===== src/rtl/mem_stage.sv =====
// Memory stage: issues one data-memory request at a time for loads and
// stores, waits for the completion pulse, and registers the retired result
// into mem_wb_reg. Non-memory and misaligned ops go straight through in
// one cycle.

package mem_stage_pkg;

  localparam logic [6:0] op_b_load  = 7'b0000011;
  localparam logic [6:0] op_b_store = 7'b0100011;
  localparam logic [6:0] op_b_lui   = 7'b0110111;
  localparam logic [6:0] op_b_imm   = 7'b0010011;

  typedef struct packed {
    logic [31:0] pc;
    logic [31:0] inst;
    logic [6:0]  opcode;
    logic [2:0]  funct3;
    logic [31:0] mem_addr;
    logic [31:0] rs2_v;
    logic [4:0]  rd_s;
    logic [31:0] rd_v;
    logic        regf_we;
    logic        commit;
  } ex_mem_reg_t;

  typedef struct packed {
    logic [31:0] pc;
    logic [31:0] inst;
    logic [4:0]  rd_s;
    logic [31:0] rd_v;
    logic        regf_we;
    logic        commit;
    logic [31:0] mem_addr;
    logic [3:0]  mem_rmask;
    logic [3:0]  mem_wmask;
    logic [31:0] mem_rdata;
    logic [31:0] mem_wdata;
  } mem_wb_reg_t;

endpackage

module mem_stage
  import mem_stage_pkg::*;
(
  input  logic        clk,
  input  logic        rst,
  input  ex_mem_reg_t ex_mem_reg,
  output logic [31:0] dmem_addr,
  output logic [3:0]  dmem_rmask,
  output logic [3:0]  dmem_wmask,
  output logic [31:0] dmem_wdata,
  input  logic [31:0] dmem_rdata,
  input  logic        dmem_resp,
  output mem_wb_reg_t mem_wb_reg,
  output logic        stall
);

  typedef enum logic {S_IDLE, S_WAIT} state_t;

  // Everything the in-flight op needs to retire; upstream may change
  // ex_mem_reg while we wait, so only this copy is used in S_WAIT.
  typedef struct packed {
    logic [31:0] pc;
    logic [31:0] inst;
    logic [4:0]  rd_s;
    logic [31:0] rd_v;
    logic [2:0]  funct3;
    logic        is_load;
    logic [1:0]  offset;
    logic [31:0] addr;
    logic [3:0]  rmask;
    logic [3:0]  wmask;
    logic [31:0] wdata;
  } req_t;

  state_t      state_reg, state_next;
  req_t        req_reg, req_next;
  mem_wb_reg_t wb_next;

  logic        is_load, is_store, is_mem, issue_ok;
  logic [1:0]  offset;
  logic [3:0]  lane_mask;
  logic [31:0] aligned_addr;

  // Byte lanes touched by an access of the given size at the given offset.
  function automatic logic [3:0] byte_mask(input logic [1:0] size, input logic [1:0] off);
    logic [3:0] m;
    case (size)
      2'b00:   m = 4'b0001 << off;
      2'b01:   m = 4'b0011 << off;
      2'b10:   m = 4'b1111;
      default: m = 4'b0000;
    endcase
    return m;
  endfunction

  // Legal encoding with natural alignment; anything else retires without a request.
  function automatic logic access_ok(input logic load, input logic [2:0] f3, input logic [1:0] off);
    logic ok;
    case (f3)
      3'b000:  ok = 1'b1;
      3'b001:  ok = ~off[0];
      3'b010:  ok = (off == 2'b00);
      3'b100:  ok = load;
      3'b101:  ok = load & ~off[0];
      default: ok = 1'b0;
    endcase
    return ok;
  endfunction

  // Replicate narrow store data across every lane so the mask alone selects.
  function automatic logic [31:0] store_data(input logic [1:0] size, input logic [31:0] v);
    logic [31:0] d;
    case (size)
      2'b00:   d = {4{v[7:0]}};
      2'b01:   d = {2{v[15:0]}};
      default: d = v;
    endcase
    return d;
  endfunction

  // Extract and extend the addressed bytes of a load response.
  function automatic logic [31:0] load_data(input logic [2:0] f3, input logic [1:0] off,
                                            input logic [31:0] rdata);
    logic [7:0]  b;
    logic [15:0] h;
    logic [31:0] r;
    b = rdata[{off, 3'b000} +: 8];
    h = off[1] ? rdata[31:16] : rdata[15:0];
    case (f3)
      3'b000:  r = {{24{b[7]}}, b};
      3'b100:  r = {24'b0, b};
      3'b001:  r = {{16{h[15]}}, h};
      3'b101:  r = {16'b0, h};
      default: r = rdata;
    endcase
    return r;
  endfunction

  assign is_load      = (ex_mem_reg.opcode == op_b_load);
  assign is_store     = (ex_mem_reg.opcode == op_b_store);
  assign is_mem       = is_load | is_store;
  assign offset       = ex_mem_reg.mem_addr[1:0];
  assign lane_mask    = byte_mask(ex_mem_reg.funct3[1:0], offset);
  assign issue_ok     = is_mem & access_ok(is_load, ex_mem_reg.funct3, offset);
  assign aligned_addr = {ex_mem_reg.mem_addr[31:2], 2'b00};

  // State, request and writeback registers.
  always_ff @(posedge clk) begin
    if (rst) begin
      state_reg  <= S_IDLE;
      req_reg    <= '0;
      mem_wb_reg <= '0;
    end else begin
      state_reg  <= state_next;
      req_reg    <= req_next;
      mem_wb_reg <= wb_next;
    end
  end

  // Next state, request issue, stall and writeback value.
  always_comb begin
    state_next = state_reg;
    req_next   = req_reg;
    wb_next    = '0;
    dmem_addr  = req_reg.addr;
    dmem_rmask = 4'b0000;
    dmem_wmask = 4'b0000;
    dmem_wdata = 32'h0;
    stall      = 1'b0;

    case (state_reg)
      S_IDLE: begin
        if (ex_mem_reg.commit) begin
          if (issue_ok) begin
            dmem_addr  = aligned_addr;
            dmem_rmask = is_load  ? lane_mask : 4'b0000;
            dmem_wmask = is_store ? lane_mask : 4'b0000;
            dmem_wdata = is_store ? store_data(ex_mem_reg.funct3[1:0], ex_mem_reg.rs2_v) : 32'h0;
            stall      = 1'b1;
            req_next.pc      = ex_mem_reg.pc;
            req_next.inst    = ex_mem_reg.inst;
            req_next.rd_s    = ex_mem_reg.rd_s;
            req_next.rd_v    = ex_mem_reg.rd_v;
            req_next.funct3  = ex_mem_reg.funct3;
            req_next.is_load = is_load;
            req_next.offset  = offset;
            req_next.addr    = aligned_addr;
            req_next.rmask   = is_load  ? lane_mask : 4'b0000;
            req_next.wmask   = is_store ? lane_mask : 4'b0000;
            req_next.wdata   = is_store ? store_data(ex_mem_reg.funct3[1:0], ex_mem_reg.rs2_v) : 32'h0;
            state_next       = S_WAIT;
          end else begin
            // Pass-through, or a memory op that cannot be issued.
            wb_next.pc       = ex_mem_reg.pc;
            wb_next.inst     = ex_mem_reg.inst;
            wb_next.rd_s     = ex_mem_reg.rd_s;
            wb_next.rd_v     = ex_mem_reg.rd_v;
            wb_next.regf_we  = is_mem ? 1'b0 : ex_mem_reg.regf_we;
            wb_next.commit   = 1'b1;
            wb_next.mem_addr = ex_mem_reg.mem_addr;
          end
        end
      end

      S_WAIT: begin
        stall = ~dmem_resp;
        if (dmem_resp) begin
          wb_next.pc        = req_reg.pc;
          wb_next.inst      = req_reg.inst;
          wb_next.rd_s      = req_reg.rd_s;
          wb_next.rd_v      = req_reg.is_load ?
                              load_data(req_reg.funct3, req_reg.offset, dmem_rdata) : req_reg.rd_v;
          wb_next.regf_we   = req_reg.is_load;
          wb_next.commit    = 1'b1;
          wb_next.mem_addr  = req_reg.addr;
          wb_next.mem_rmask = req_reg.rmask;
          wb_next.mem_wmask = req_reg.wmask;
          wb_next.mem_rdata = req_reg.is_load ? dmem_rdata : 32'h0;
          wb_next.mem_wdata = req_reg.wdata;
          state_next        = S_IDLE;
        end
      end
    endcase

    if (rst) begin
      stall      = 1'b0;
      dmem_rmask = 4'b0000;
      dmem_wmask = 4'b0000;
    end
  end

endmodule


===== config.mk =====
export PLATFORM = sky130hd
export DESIGN_NAME = mem_stage
export DESIGN_NICKNAME = d
export VERILOG_FILES = /design/src/rtl/mem_stage.sv
export SDC_FILE = /design/constraint.sdc
export NUM_CORES = 1
export LEC_CHECK = 0
export BUFFER_PORTS_ARGS = -buffer_cell sky130_fd_sc_hd__buf_2
export CORE_AREA = 4 4 189 191
export DETAILED_ROUTE_END_ITERATION = 8
export DIE_AREA = 0 0 193 195
export PLACE_DENSITY_LB_ADDON = 0.05
export SLEW_MARGIN = 20
export SYNTH_ARGS = -nofsm -noshare
export SYNTH_HDL_FRONTEND = slang
export SYNTH_SLANG_ARGS = --single-unit

===== constraint.sdc =====
create_clock -name clk -period 6.3 [get_ports clk]
set_input_delay 1.26 -clock clk [delete_from_list [all_inputs] [get_ports clk]]
set_output_delay 1.26 -clock clk [all_outputs]
set_load 0.03 [all_outputs]

==> out/qor.txt, run 1 <==
CP Launch Type: input port
Pleak: 8.094 nW
Post-CTS Hold Fix Bufs: 0
CP Cell Sequence: buf_2 -> a221oi_4 -> o2111ai_4 -> buf_12 -> o21ai_0 -> nand2_1 -> buf_2
Die height: 195 um
Fin nets: 2136
Die ar.: 37640 um^2
Area Overhead vs Synth: 26.90%
Final Non-Filler Cells: 2413
Vias in the first global route: 12.96k
Via density per instance: 5.617
CTS tree: built
Worst-Margin Slew: 0.9309 ns
CP Capture Type: primary output
Setup violators final: 0
Clock slew at reported path FFs: 0.05 ns
Synth area leader: dfxtp_1
Synth top area share: 0.5353
ANT nets after route: 0
Hold Slack: 0.4468 ns
Wire per inst: 21.33 um
Cells after DPL: 2334
Ys flop type: dfxtp_1
Root buffer cell: clkbuf_16
Residual DRC: 0
Setup TNS: 0 ns
Row count: 68
Final Wtd Congestion: 0.8700
Yosys reg bits: 385
Critical setup path kind: in -> out
CP required: 5.04 ns
Post-route clock period utilization: 0.7628
Crit-path slowest cell: o2111ai_4
Max-Cap Viols: 0
TritonRoute pass-1 iters: 6
Total track usage: 0.2550
Pwr per Cell Area: 285.4 nW/um^2
Max FFs per register: 207
Most common cell after layout, fill and taps aside: buf_2
Slew Viols, Final: 0
CP dominant cell by count: buf_2
TritonCTS Buffers: 42
Most frequent cells in the layout: buf_2, dfxtp_1, a21oi_1
CTS max path bufs: 3
I/O Pins: 492
Die width: 193 um
Clock sink count: 385
Clk_skew: 0.01453 ns
Via count: 13.56k
Initial Utilization: 0.4220
Initial antenna violation count: 13
CP max stage delay: 0.74 ns
Overflow after GRT: 0
Worst EP arrival: 3.55 ns
Overall Power: 5.215 mW
Final Hold Violating Endpoints: 0
Worst hold path type: reg -> reg
Share of layout cells above drive strength 1: 0.3135
Sequential fraction of the synthesis area: 0.5353
Crit-path max FO: 62
Detailed placer's ending HPWL: 33820 um
Drt total wl: 51480 um
Finished Core Util: 0.5356
Status: finished clean
Pin count of the biggest net entering global routing: 146
Slew Limit Headroom: 0.3634
CTS H-Tree Depth: 2
Post-synthesis cell type count: 60
Peak Freq: 0.2081 GHz
Syn_area_per_cell: 9.411 um^2
Core area: 34120 um^2
Worst IR Drop VDD: 0.0001973 V
First-pass GRT wire length: 76560 um
PortBufs: 489
Post-CTS Setup Bufs: 0
Yosys warns: 0
Worst skew pair latency: 0.53 ns
Synth area leaders: dfxtp_1, a22o_1, a21oi_1
Starting DRT DRC Count: 1125
EDFF count, synth: 0
Delay-heaviest family, CP: buffers and inverters
Cells after synthesis: 1530
Synthesized cell area: 14400 um^2
Shortest period the worst path allows: 4.806 ns
Post-CTS resize count: 0
Post-synth ARST share: 0
Crit path buf inv count: 3
RSZ-0062 raised after global routing: false
-- synth_stat cells (all sizes together), types with 2 or more instances --
master,instances
mux2i,26
o22ai,3
a221o,4
nor2,71
o2bb2ai,2
o21ai,168
nor4,22
nand3,138
and3,32
nor3,8
a2111oi,3
buf,50
a22o,102
dfxtp,385
o22a,7
a32o,7
a31o,20
nand2,40
nand4,8
inv,7
and2,50
clkbuf,115
a21oi,162
a32oi,18
o211ai,22
nand2b,5
nor2b,5
nand3b,3
a22oi,7
clkinv,2
o31ai,14
a221oi,2
or3,2
o41ai,2
mux2,7
-- final timing paths --
path,startpoint,to,slack (ns),depth (start not counted)
setup / recovery,ex_mem_reg[104],dmem_addr[7],1.49,7
hold / removal,req_reg[33],mem_wb_reg[65],0.45,1
setup reg to reg,state_reg,mem_wb_reg[82],3.57,4
hold reg to reg,req_reg[33],mem_wb_reg[65],0.45,1
-- layer usage --
layer,track usage,routed length (um),vias up
li1,-,-,6372
met1,0.3347,21050,6488
met2,0.4090,24060,589
met3,0.06364,4713,98
met4,0.09127,1611,8
met5,0,43,-
-- power breakdown --
part	internal [mW]	leakage (nW)	switching, mW
registers	2.47	3.12	0.0116
clock network	1.39	0.645	0.945
logic	0.125	4.33	0.272
-- cell families (layout without fill, tap and decap cells) --
kind of cell    Yosys count  in the layout  share of synthesized area
mux                      33             33                    0.02355
compound gates          551            551                     0.2482
buf+inv                 174            592                    0.05405
simple gates            386            386                     0.1387
flops                   385            385                     0.5353
other cells               1             11                  0.0002604
-- stage by stage --
stage	cell area [um^2]	setup WS (ns)
3_3_place_gp	16930	1.499
3_5_place_dp	16930	1.459
6_report	18270	1.494
2_1_floorplan	14400	1.972
4_1_cts	18230	1.464
5_1_grt	18270	1.298
-- worst reg2reg max path: cells and delay by family, from the launching register on --
| kind | cells | cell delay (ns) |
|---|---|---|
| DFF | 1 | 0.38 |
| buffers and inverters | 1 | 0.63 |
| and+or+nand+nor | 2 | 1.36 |
| AOI/OAI and AO/OA | 1 | 0.31 |
-- cell type report --
cell class	count	area (um^2)
antenna	9	22.52
clock buffer	62	1237
clock inverter	7	63.81
fill	3236	15850
inverter	9	33.78
multi-input combinational	972	5963
sequential	385	7707
tap	455	569.3
timing repair buffer	514	2675
Note: power is estimated with default switching activity, not from simulation.
==> run 2, diff against run 1 <==
--- a/config.mk
+++ b/config.mk
@@ -5,10 +5,11 @@
 export SDC_FILE = /design/constraint.sdc
 export NUM_CORES = 1
 export LEC_CHECK = 0
+export ABC_AREA = 1
 export BUFFER_PORTS_ARGS = -buffer_cell sky130_fd_sc_hd__buf_2
-export CORE_AREA = 4 4 189 191
+export CORE_MARGIN = 4
+export CORE_UTILIZATION = 46
 export DETAILED_ROUTE_END_ITERATION = 8
-export DIE_AREA = 0 0 193 195
 export PLACE_DENSITY_LB_ADDON = 0.05
 export SLEW_MARGIN = 20
 export SYNTH_ARGS = -nofsm -noshare
==> constraint.sdc (replaced) <==
create_clock -name clk -period 4.1 [get_ports clk]
set_input_delay 0.82 -clock clk [delete_from_list [all_inputs] [get_ports clk]]
set_output_delay 0.82 -clock clk [all_outputs]
set_load 0.03 [all_outputs]
==> run 2 against run 1 <==
Compared with the run above: clock skew is 0.0032 ns higher; global-route usage is 0.73 points higher; register-to-register slack worse by 1.9 ns; sequential power is 54% higher; via count is 12% higher; cell area is 5.7% higher; largest power group unchanged.
==> out/qor.txt, run 2 <==
Peak Freq: 0.2978 GHz
Worst hold path depth: 2 (+1)
Crit-path max FO: 34 (-45%)
Starting DRT DRC Count: 993 (-12%)
Worst hold path type: reg -> reg
First-pass GRT wire length: 76700 um (+0.18%)
Max-Cap Viols: 0 (unchanged)
Synthesized cell area: 15280 um^2 (+6.1%)
Initial antenna violation count: 9 (-4)
RSZ-0062 raised after global routing: false
CP Launch Type: input port
Via count: 15.14k (+12%)
Post-CTS resize count: 0 (unchanged)
Synth area leaders: dfxtp_1, nand2_1, nor2_1
Final Wtd Congestion: 0.8852 (+1.7%)
Drt total wl: 50200 um (-2.5%)
EDFF count, synth: 0 (unchanged)
Residual DRC: 0 (unchanged)
Worst skew pair latency: 0.53 ns (about the same)
Cells after synthesis: 2165 (+42%)
CTS H-Tree Depth: 2 (unchanged)
CTS max path bufs: 3 (unchanged)
CP required: 3.28 ns (-1.76 ns)
Worst IR Drop VDD: 0.0002190 V (+11%)
Setup violators final: 0 (unchanged)
ANT nets after route: 0 (unchanged)
Most common cell after layout, fill and taps aside: nand2_1
Most frequent cells in the layout: nand2_1, buf_2, dfxtp_1
Slew Viols, Final: 0 (unchanged)
Status: finished clean
Row count: 66 (-2.9%)
Post-synth ARST share: 0 (unchanged)
Final Hold Violating Endpoints: 0 (unchanged)
Clock sink count: 385 (unchanged)
Sequential fraction of the synthesis area: 0.5043 (-0.03094)
Post-synthesis cell type count: 26 (-57%)
Root buffer cell: clkbuf_16
Shortest period the worst path allows: 3.358 ns
CTS tree: built
FF-to-FF setup slack: 1.69 ns (-1.88 ns)
Syn_area_per_cell: 7.059 um^2 (-25%)
PortBufs: 489 (unchanged)
Fillcell total: 3197 (-1.2%)
I/O Pins: 492 (unchanged)
Via density per instance: 4.962 (-12%)
Yosys reg bits: 385 (unchanged)
Synth top area share: 0.5043 (-0.03094)
Post-synth top cells: nand2_1, dfxtp_1, nor2_1
Post-route clock period utilization: 0.8191
Total track usage: 0.2624 (+0.007341)
Worst-Margin Slew: 1.031 ns (+0.09975 ns)
Die height: 190.3 um (-2.4%)
Worst reg-to-reg path cell count: 9 (+5)
Overflow after GRT: 0 (unchanged)
Clk_skew: 0.01776 ns (+0.003236 ns)
Initial Utilization: 0.4685 (+0.04647)
Pin count of the biggest net entering global routing: 149 (+2.1%)
Slew Limit Headroom: 0.3120 (-0.05139)
Dpl cell area: 17910 um^2 (+5.8%)
Post-CTS Hold Fix Bufs: 0 (unchanged)
Setup TNS: 0 ns (unchanged)
Top-count cell post-synth: nand2_1
Critical setup path kind: in -> out
Synth area leader: dfxtp_1
TritonCTS Buffers: 41 (-2.4%)
Post-CTS Setup Bufs: 0 (unchanged)
CP Capture Type: primary output
Ys flop type: dfxtp_1
Vias in the first global route: 14.41k (+11%)
Die width: 190.3 um (-1.4%)
Fin nets: 2785 (+30%)
Clock slew at reported path FFs: 0.06 ns (about the same)
Share of layout cells above drive strength 1: 0.2327 (-0.08078)
Die ar.: 36200 um^2 (-3.8%)
Design Area, Final: 19320 um^2 (+5.7%)
Core area: 32620 um^2 (-4.4%)
Wire per inst: 16.45 um (-23%)
TritonRoute pass-1 iters: 5 (-1)
Max FFs per register: 207 (unchanged)
Area Overhead vs Synth: 26.41%
Detailed placer's ending HPWL: 34980 um (+3.4%)
Pwr per Cell Area: 424.7 nW/um^2 (+49%)
Worst EP arrival: 2.54 ns (-1.01 ns)
Pleak: 10.14 nW (+25%)
Yosys warns: 0 (unchanged)
## run 2: cell count changes in the layout (fill, tap and decap cells not counted), moves of 26 or more
cell     previous run  this run
and3_1             31         0
o22ai_1             3        32
mux2i_1            26         0
a22o_1            102         0
a21oi_1           162        77
inv_1               7       284
nand2_1            40       502
and2_1             49         0
nand4_1             8        73
o21ai_0           152       112
nor2_1             71       375
## run 2: stage by stage
stage | hold WS [ns] | worst slack (ns) | power (mW) | std cells | utilization
2_1_floorplan | 0.4084 | 1.056 | 4.204 | 2166 | -
3_3_place_gp | 0.4123 | 0.7923 | 4.483 | 2972 | 0.5491
3_5_place_dp | 0.4189 | 0.7717 | 4.481 | 2972 | 0.5491
4_1_cts | 0.4184 | 0.7650 | 8.269 | 3046 | 0.5917
5_1_grt | 0.4404 | 0.5579 | 8.465 | 3051 | 0.5922
6_report | 0.4207 | 0.7417 | 8.205 | 3052 | 0.5923
## run 2: logic make-up after synthesis
group | Yosys count | synth area share
AO/OA/AOI/OAI | 233 | 0.08130
buffers and inverters | 437 | 0.1136
AND/OR/NAND/NOR | 1109 | 0.3006
flip-flops | 385 | 0.5043
other | 1 | 0.0002454
## run 2: worst paths after layout
kind	from	to
max	ex_mem_reg[107]	dmem_addr[9]
min	req_reg[3]	mem_wb_reg[3]
max reg2reg	req_reg[73]	mem_wb_reg[135]
min reg2reg	req_reg[3]	mem_wb_reg[3]
## run 2: metal layers
metal	global-route usage	vias to the layer above	routed length [um]
met5	0	-	41
met4	0.09641	6	1525
met3	0.05712	88	4128
met2	0.4503	626	24430
met1	0.3257	6896	20080
li1	-	7527	-
## run 2: layout make-up
cell class | count | area [um^2] | share of cell area
diodes | 6 | 15.01 | 0.0007772
clock buffers | 58 | 1170 | 0.06056
clock inverters | 16 | 219.0 | 0.01133
inverters | 289 | 1089 | 0.05635
multi-input cells | 1344 | 5883 | 0.3045
flip-flops and latches | 385 | 7707 | 0.3990
well taps | 442 | 553.0 | 0.02863
repair buffers | 512 | 2683 | 0.1389
## run 2: critical path: stages
cell and delay (ns):
buf_2 0.08, nand2_1 0.14, nor2_1 0.20, nand2_1 0.09, nand2_1 0.07, nand2_1 0.06
nand2_2 0.17, nand3_4 0.37, nand2_1 0.18, nand2_1 0.10, inv_1 0.06, buf_2 0.19
## run 2: power breakdown
group          total [mW]  internal [mW]  leakage, nW  switching (mW)
combinational       0.583          0.175         6.33           0.408
clock                3.80           2.31        0.685            1.50
sequential           3.82           3.80         3.12          0.0196
